File: config.mk
export PLATFORM = sky130hd
export DESIGN_NAME = spike_rate_decoder_flat
export DESIGN_NICKNAME = d
export VERILOG_FILES = /design/src/rtl/spike_rate_decoder_if.sv /design/src/rtl/spike_rate_decoder.sv /design/src/flat_wrapper.sv
export SDC_FILE = /design/constraint.sdc
export NUM_CORES = 1
export LEC_CHECK = 0
export ABC_AREA = 1
export BUFFER_PORTS_ARGS = -buffer_cell sky130_fd_sc_hd__buf_2
export CAP_MARGIN = 25
export CORE_ASPECT_RATIO = 1.2
export CORE_MARGIN = 1.5
export CORE_UTILIZATION = 62
export DETAILED_ROUTE_END_ITERATION = 8
export HOLD_SLACK_MARGIN = 0.15
export PLACE_DENSITY_LB_ADDON = 0.05
export SLEW_MARGIN = 0
export SYNTH_ARGS = -nofsm -noshare
export SYNTH_HDL_FRONTEND = slang
export SYNTH_SLANG_ARGS = --single-unit
File: constraint.sdc
create_clock -name clk -period 2.8 [get_ports clk]
set_clock_uncertainty 0.2 [all_clocks]
set_input_delay 0 -clock clk [delete_from_list [all_inputs] [get_ports clk]]
set_output_delay 0 -clock clk [all_outputs]
set_load 0.05 [all_outputs]
File: src/rtl/spike_rate_decoder_if.sv
// Result handshake bundle for the spike rate decoder.
// Master produces rate results, slave consumes them.
interface spike_rate_decoder_if #(
    parameter int CNT_W = 8
);
    logic [CNT_W-1:0] rate_out;
    logic             rate_sat;
    logic             rate_valid;
    logic             rate_ready;

    modport master (
        output rate_out,
        output rate_sat,
        output rate_valid,
        input  rate_ready
    );

    modport slave (
        input  rate_out,
        input  rate_sat,
        input  rate_valid,
        output rate_ready
    );
endinterface

File: src/rtl/spike_rate_decoder.sv
// Counts output-neuron spikes over back-to-back windows and
// reports each window's count as a rate through valid/ready.
module spike_rate_decoder #(
    parameter int WINDOW_W = 10,
    parameter int CNT_W    = 8
) (
    input  logic                clk,
    input  logic                rst_n,
    input  logic                spike_in,
    input  logic                enable,
    input  logic [WINDOW_W-1:0] window_len,
    spike_rate_decoder_if.master rif,
    output logic                overrun,
    output logic                busy
);

    typedef enum logic {
        IDLE,
        COUNT
    } state_t;

    state_t              state;
    logic [WINDOW_W-1:0] remain;
    logic [CNT_W-1:0]    cnt;
    logic                sat;
    logic [CNT_W-1:0]    nxt_cnt;
    logic                nxt_sat;

    // Saturating count including this cycle's sample.
    always_comb begin
        nxt_cnt = cnt;
        nxt_sat = sat;
        if (spike_in) begin
            if (&cnt) nxt_sat = 1'b1;
            else      nxt_cnt = cnt + CNT_W'(1);
        end
    end

    assign busy = (state == COUNT);

    always_ff @(posedge clk) begin
        if (!rst_n) begin
            state          <= IDLE;
            remain         <= '0;
            cnt            <= '0;
            sat            <= 1'b0;
            rif.rate_out   <= '0;
            rif.rate_sat   <= 1'b0;
            rif.rate_valid <= 1'b0;
            overrun        <= 1'b0;
        end else begin
            if (rif.rate_valid && rif.rate_ready)
                rif.rate_valid <= 1'b0;
            unique case (state)
                IDLE: begin
                    if (enable && window_len != '0) begin
                        remain <= window_len - WINDOW_W'(1);
                        cnt    <= '0;
                        sat    <= 1'b0;
                        state  <= COUNT;
                    end
                end
                COUNT: begin
                    if (!enable) begin
                        state <= IDLE;
                    end else if (remain != '0) begin
                        remain <= remain - WINDOW_W'(1);
                        cnt    <= nxt_cnt;
                        sat    <= nxt_sat;
                    end else begin
                        rif.rate_out   <= nxt_cnt;
                        rif.rate_sat   <= nxt_sat;
                        rif.rate_valid <= 1'b1;
                        if (rif.rate_valid && !rif.rate_ready)
                            overrun <= 1'b1;
                        // Zero-gap restart with the freshly sampled length.
                        if (window_len != '0) begin
                            remain <= window_len - WINDOW_W'(1);
                            cnt    <= '0;
                            sat    <= 1'b0;
                        end else begin
                            state <= IDLE;
                        end
                    end
                end
                default: state <= IDLE;
            endcase
        end
    end

endmodule

File: src/flat_wrapper.sv
// flat-port wrapper written by rule: the top's interface ports become plain ports
module spike_rate_decoder_flat 
#(
    parameter int WINDOW_W = 10,
    parameter int CNT_W    = 8
)
  (clk, rst_n, spike_in, enable, window_len, overrun, busy, rif_rate_out, rif_rate_sat, rif_rate_valid, rif_rate_ready);
  spike_rate_decoder_if #(.CNT_W(CNT_W)) rif_i ();
  input  logic clk;
  input  logic rst_n;
  input  logic spike_in;
  input  logic enable;
  input  logic [WINDOW_W-1:0] window_len;
  output logic overrun;
  output logic busy;
  output wire logic [$bits(rif_i.rate_out)-1:0] rif_rate_out;
  output wire logic [$bits(rif_i.rate_sat)-1:0] rif_rate_sat;
  output wire logic [$bits(rif_i.rate_valid)-1:0] rif_rate_valid;
  input wire logic [$bits(rif_i.rate_ready)-1:0] rif_rate_ready;
  assign rif_rate_out = rif_i.rate_out;
  assign rif_rate_sat = rif_i.rate_sat;
  assign rif_rate_valid = rif_i.rate_valid;
  assign rif_i.rate_ready = rif_rate_ready;
  spike_rate_decoder #(.WINDOW_W(WINDOW_W), .CNT_W(CNT_W)) u_core (.clk(clk), .rst_n(rst_n), .spike_in(spike_in), .enable(enable), .window_len(window_len), .rif(rif_i), .overrun(overrun), .busy(busy));
endmodule
# [After elaboration in Yosys (flattened, before gate mapping)]
# Cells that the tools add are included.
# W data, S select, Z words.
[totals] latchBits=0 ff_bits=31 n_memories=0 rom_bits=0 in_bits=15 ramBits=0 wordCells=54 output_inout_bits=12
[op_classes] muxes=28 shifts=0 bitwise_logic=2 reduce_logical=10 n_div=0 magnitude_cmp=0 n_addsub=3 n_eq_ne=3 multipliers=0
[ops] op="$mux W8" count=6
[ops] op="$mux W10" count=4
[ops] op="$pmux W10 S2" count=1
[ops] op="$reduce_bool A10 Y1" count=2
[ops] op="$sub A10 B1 Y10 const B" count=2
[ops] op="$pmux W8 S2" count=1
[ops] op="$mux W1" count=14
[ops] op="$add A8 B1 Y8 const B" count=1
[ops] op="$reduce_and A8 Y1" count=1
[ops] op="$reduce_and A3 Y1" count=2
[ops] op="$pmux W1 S2" count=2
[ops] op="$reduce_and A4 Y1" count=1
[ops] op="$logic_and A1 B1 Y1" count=3
[ops] op="$ne A3 B3 Y1 const B" count=1
[ops] op="$ne A2 B1 Y1 const B" count=1
[ops] op="$ne A2 B2 Y1 const B" count=1
[ops] op="$not A1 Y1" count=2
[ops] op="$logic_not A1 Y1" count=1

# [Depth between registers and ports, before layout]
[logic_depth] ltp_word=6 ltp_mapped=11 ltp_nobuf=11

# [Least setup slack after synthesis]
# OpenSTA, ideal clock, no wires.
[synth_path] path_kind="register -> register" from="register u_core.state, in the netlist u_core.busy" to="register u_core.remain[4]" t_required_ps=2542 n_path_buf=0 t_arrival_ps=1360 setup_ps=58 synth_period_minus_slack_ps=1619 setup_slack_ps=1181 path_stages_with_launch=7 cell_sequence="dfxtp_1 inv_1 nor2_2 o21ai_0 o21ai_0 nand2_1 nand2_1"
[synth_via] elab_chain_len=3 word_cells_on_any_way=6 cone_classes="eq/ne (3); mux (1); bitwise (1); reduce/logical (1)"
[synth_rtl] item="start: declaration" line="spike_rate_decoder.sv:22" text="state_t state;"
[synth_rtl] item="start signal: assignment" line="spike_rate_decoder.sv:43" text="state <= IDLE;"
[synth_rtl] item="start signal: assignment" line="spike_rate_decoder.sv:60" text="state <= COUNT;"
[synth_rtl] item="start signal: assignment" line="spike_rate_decoder.sv:65" text="state <= IDLE;"
[synth_rtl] item="$not A1 Y1" line="spike_rate_decoder.sv:54" text="unique case (state)"
[synth_rtl] item="$ne A2 B1 Y1 (no line)"
[synth_rtl] item="$reduce_and A3 Y1 (no line)"
[synth_rtl] item="end signal: assignment" line="spike_rate_decoder.sv:57" text="remain <= window_len - WINDOW_W'(1);"
[synth_rtl] item="end signal: assignment" line="spike_rate_decoder.sv:67" text="remain <= remain - WINDOW_W'(1);"
[synth_rtl] item="end signal: assignment" line="spike_rate_decoder.sv:78" text="remain <= window_len - WINDOW_W'(1);"
[synth_rtl] item="end: declaration" line="spike_rate_decoder.sv:23" text="logic [WINDOW_W-1:0] remain;"
# Several ways; a longest one is shown, not always the timed one.
# A chain may end at the register's enable or synchronous reset.

# [Worst setup path in the final report]
[layout_path] from="register u_core.remain[0]" to="register u_core.remain[3]"
[layout_via] elab_chain_len=4 word_cells_on_any_way=7 cone_classes="add/sub (1); eq/ne (1); mux (3); reduce/logical (2)"
[layout_rtl] item="$sub A10 B1 Y10 / $reduce_bool A10 Y1 (equally long branches)" line="spike_rate_decoder.sv:67, spike_rate_decoder.sv:66"
[layout_rtl] item="$mux W10" line="spike_rate_decoder.sv:66" text="end else if (remain != '0) begin"
[layout_rtl] item="$mux W10" line="spike_rate_decoder.sv:64" text="if (!enable) begin"
[layout_rtl] item="$pmux W10 S2" line="spike_rate_decoder.sv:54"
# Several ways; a longest one is shown, not always the timed one. The select of a mux whose other input is x is not followed.

==> out/metrics.yaml <==
status: "complete, but fails checks"
violations: "negative setup slack"
netSwitchingFraction: 0.359
die_w_um: 54.7
use_met1: 0.342
place_ws_ns: 0.852
power_switching_mw: 0.377
drtAntennaViolNets: 0
dp_hpwl_um: 3230
antenna_found_initial: 0
cap_violations: 0
tns_ns: -0.0131
critPathRequiredTime_ns: 2.91
arrival_ns: 2.93
r2r-start: "u_core.remain[0]"
synthFlopType: "dfxtp_1"
setup_violations: 1
die_h_um: 65.1
pwr_density_cell_mw_per_mm2: 408
crit_top_cell: "nand2_1"
seq_area_frac_synth: 0.312
ir_worst_vdd_mv: 0.388
grt_pass1_wl_um: 8580
post-route-drc-count: 0
num_antenna_cells: 0
yosysMostFrequentCell: "nand2_1"
hold_viol_final: 0
min_to: "u_core.remain[8]"
synth_top_area_share: 0.312
hp-start: "window_len[2]"
timing.fmax_mhz: 355
gp_congestion: 0.802
avgSynthCellArea_um2: 6.36
yosys-top-cells-area: "dfxtp_1 31%, nand2_1 17%, nand3_1 7.5%"
gr-usage-met3: 0.0760
drt_pass1_iterations: 7
synth_warnings: 0
drv_slew: 0
drt-initial-drc-count: 260
fp.coreArea_mm2: 0.00306
netlist_area_mm2: 0.00199
slew_headroom: 0.672
clock-sinks: 31
viasPerCell: 5.75
final.setup.worst_slack_ns: -0.0131
whs_path_depth: 9
r2r_setup_slack_ns: -0.01
end_kind: "flip-flop"
ys_types: 29
die-area_mm2: 0.00356
cts_tree: "yes"
initial_utilization: 0.652
finalNonFillerCells: 417
pwr-share-comb: 0.292
vias: 2397
tightest_slew_ns: 0.487
cts_buffers: 5
synth-edff-count: 0
r2r_end: "u_core.remain[3]"
grt_max_degree: 23
grtUsageMet2: 0.583
critPathKind: "reg -> reg"
drive_above_1_share: 0.186
internal_power_mw: 0.674
row_count: 22
synth_seq_cells: 31
slowest_delay_ns: 0.55
netlist.top_cell.by_area: "dfxtp_1"
clkTransAtPathRegs_ns: 0.11
p_leak_nw: 1.26
clk_latency_ns: 0.36
synthCells: 313
wl_per_cell_um: 15.5
cts_htree_levels: 2
p_seq_frac: 0.457
grt_pass1_vias: 2027
crit_fanout: 10
root_buffer: "clkbuf_4"
finalCriticalPeriod_ns: 2.81
grt.busiest_layer: "met2"
synth_fp_nets: 332
slowest_stage: "dlygate4sd3_1"
period_share: 1.00
ys_top_cells_by_count: "90 x nand2_1, 40 x nor2_1, 39 x inv_1"
ys_async_sr_fraction: 0
hp-class: "in -> reg"
nNetsFinal: 399
io_pins: 27
clkPwrFrac: 0.252
crit_path_start_kind: "flip-flop"
reg2regPathDepth: 11
wl_um: 6460
grt_overflow: 0
clk_path_buf_depth: 2
syn2layout_area_growth_pct: 29.3
crit_path_cell_trace: "inv_2 > ha_1 > nand3_1 > nor2_2 > nor2_4 > nand2_1 > nand3_1 > dlygate4sd3_1 > nand2_1 > dlygate4sd3_1 > nand2_1"
port_buffers: 26
power_mw: 1.05
dp_cells: 367
grt_usage: 0.334
final cells by class:
class | instances | area, µm²
Inverter | 43 | 161
Multi-Input combinational cell | 231 | 1170
Clock buffer | 7 | 45.0
Timing Repair Buffer | 68 | 526
Tap cell | 36 | 45.0
Sequential cell | 31 | 621
Clock inverter | 1 | 5.00
Fill cell | 187 | 482
kinds of logic after synthesis:
| family | synth area share |
|---|---|
| AO/OA/AOI/OAI | 0.0861 |
| AND/OR/NAND/NOR | 0.444 |
| flip-flops | 0.312 |
| XOR/XNOR | 0.0220 |
| buffers and inverters | 0.111 |
| adder cells (fa/ha/maj) | 0.0251 |
sequential cells by signal (all words and copies together), names as in the netlist:
register and count:
u_core.busy 1, u_core.cnt 8, u_core.overrun 1, u_core.remain 10
u_core.rif.rate_out 8, u_core.rif.rate_sat 1, u_core.rif.rate_valid 1, u_core.sat 1
power by group through the flow:
| stage | Combinational, mW | Sequential [mW] | Clock [mW] |
|---|---|---|---|
| after detailed placement | 0.213 | 0.487 | 0 |
| after CTS | 0.251 | 0.476 | 0.259 |
| after global placement | 0.210 | 0.486 | 0 |
| final | 0.306 | 0.480 | 0.264 |
| after global routing | 0.333 | 0.481 | 0.286 |
| after floorplan | 0.152 | 0.499 | 0 |
per-stage QoR:
step	instance area [µm²]	util	hold slack [ns]
after floorplan	1990	-	-0.0252
after global placement	2110	0.689	0.0784
after detailed placement	2110	0.689	0.0877
after CTS	2480	0.810	0.276
after global routing	2570	0.842	0.284
final	2570	0.842	0.243
cells in the final DEF (no fill, tap or decap), types with 3 or more instances in the layout:
cell and count:
a21oi_1 13, buf_2 26, buf_4 10, clkbuf_4 5, dfxtp_1 31, dlygate4sd3_1 32, ha_1 4, inv_1 38
inv_2 5, nand2_1 89, nand3_1 29, nand3_2 9, nand4_1 4, nor2_1 40, nor2_2 5, nor2_4 3
o21ai_0 15, o21ai_1 3, xor2_1 4
layer usage:
layer	wire, µm	vias up
met5	0	-
met4	468	0
met3	535	59
met2	3170	164
met1	2290	1060
li1	-	1114
worst max-delay path by stage:
stage / start / to / slack (ns)
2_1_floorplan: u_core.busy / u_core.remain[4] / 1.18
3_3_place_gp: u_core.cnt[0] / u_core.cnt[1] / 0.91
3_5_place_dp: u_core.cnt[0] / u_core.cnt[0] / 0.85
4_1_cts: u_core.remain[0] / u_core.remain[3] / 0.01
5_1_grt: u_core.remain[7] / u_core.remain[7] / -0.14
6_report: u_core.remain[0] / u_core.remain[3] / -0.01
what timing repair did:
item	in CTS	in global routing
gates resized for setup	0	6
endpoints found under the setup margin	0	3
hold buffers	32	1
buffers inserted	0	10
endpoints found under the hold margin	31	1
worst max-delay path: cells and delay by family (launching register included):
kind	cells	cell delay (ns)
DFF	1	0.38
and+or+nand+nor	7	0.79
buffers and inverters	3	1.18
adders and majority gates	1	0.22
No activity file was read; power rests on OpenSTA's default activity.
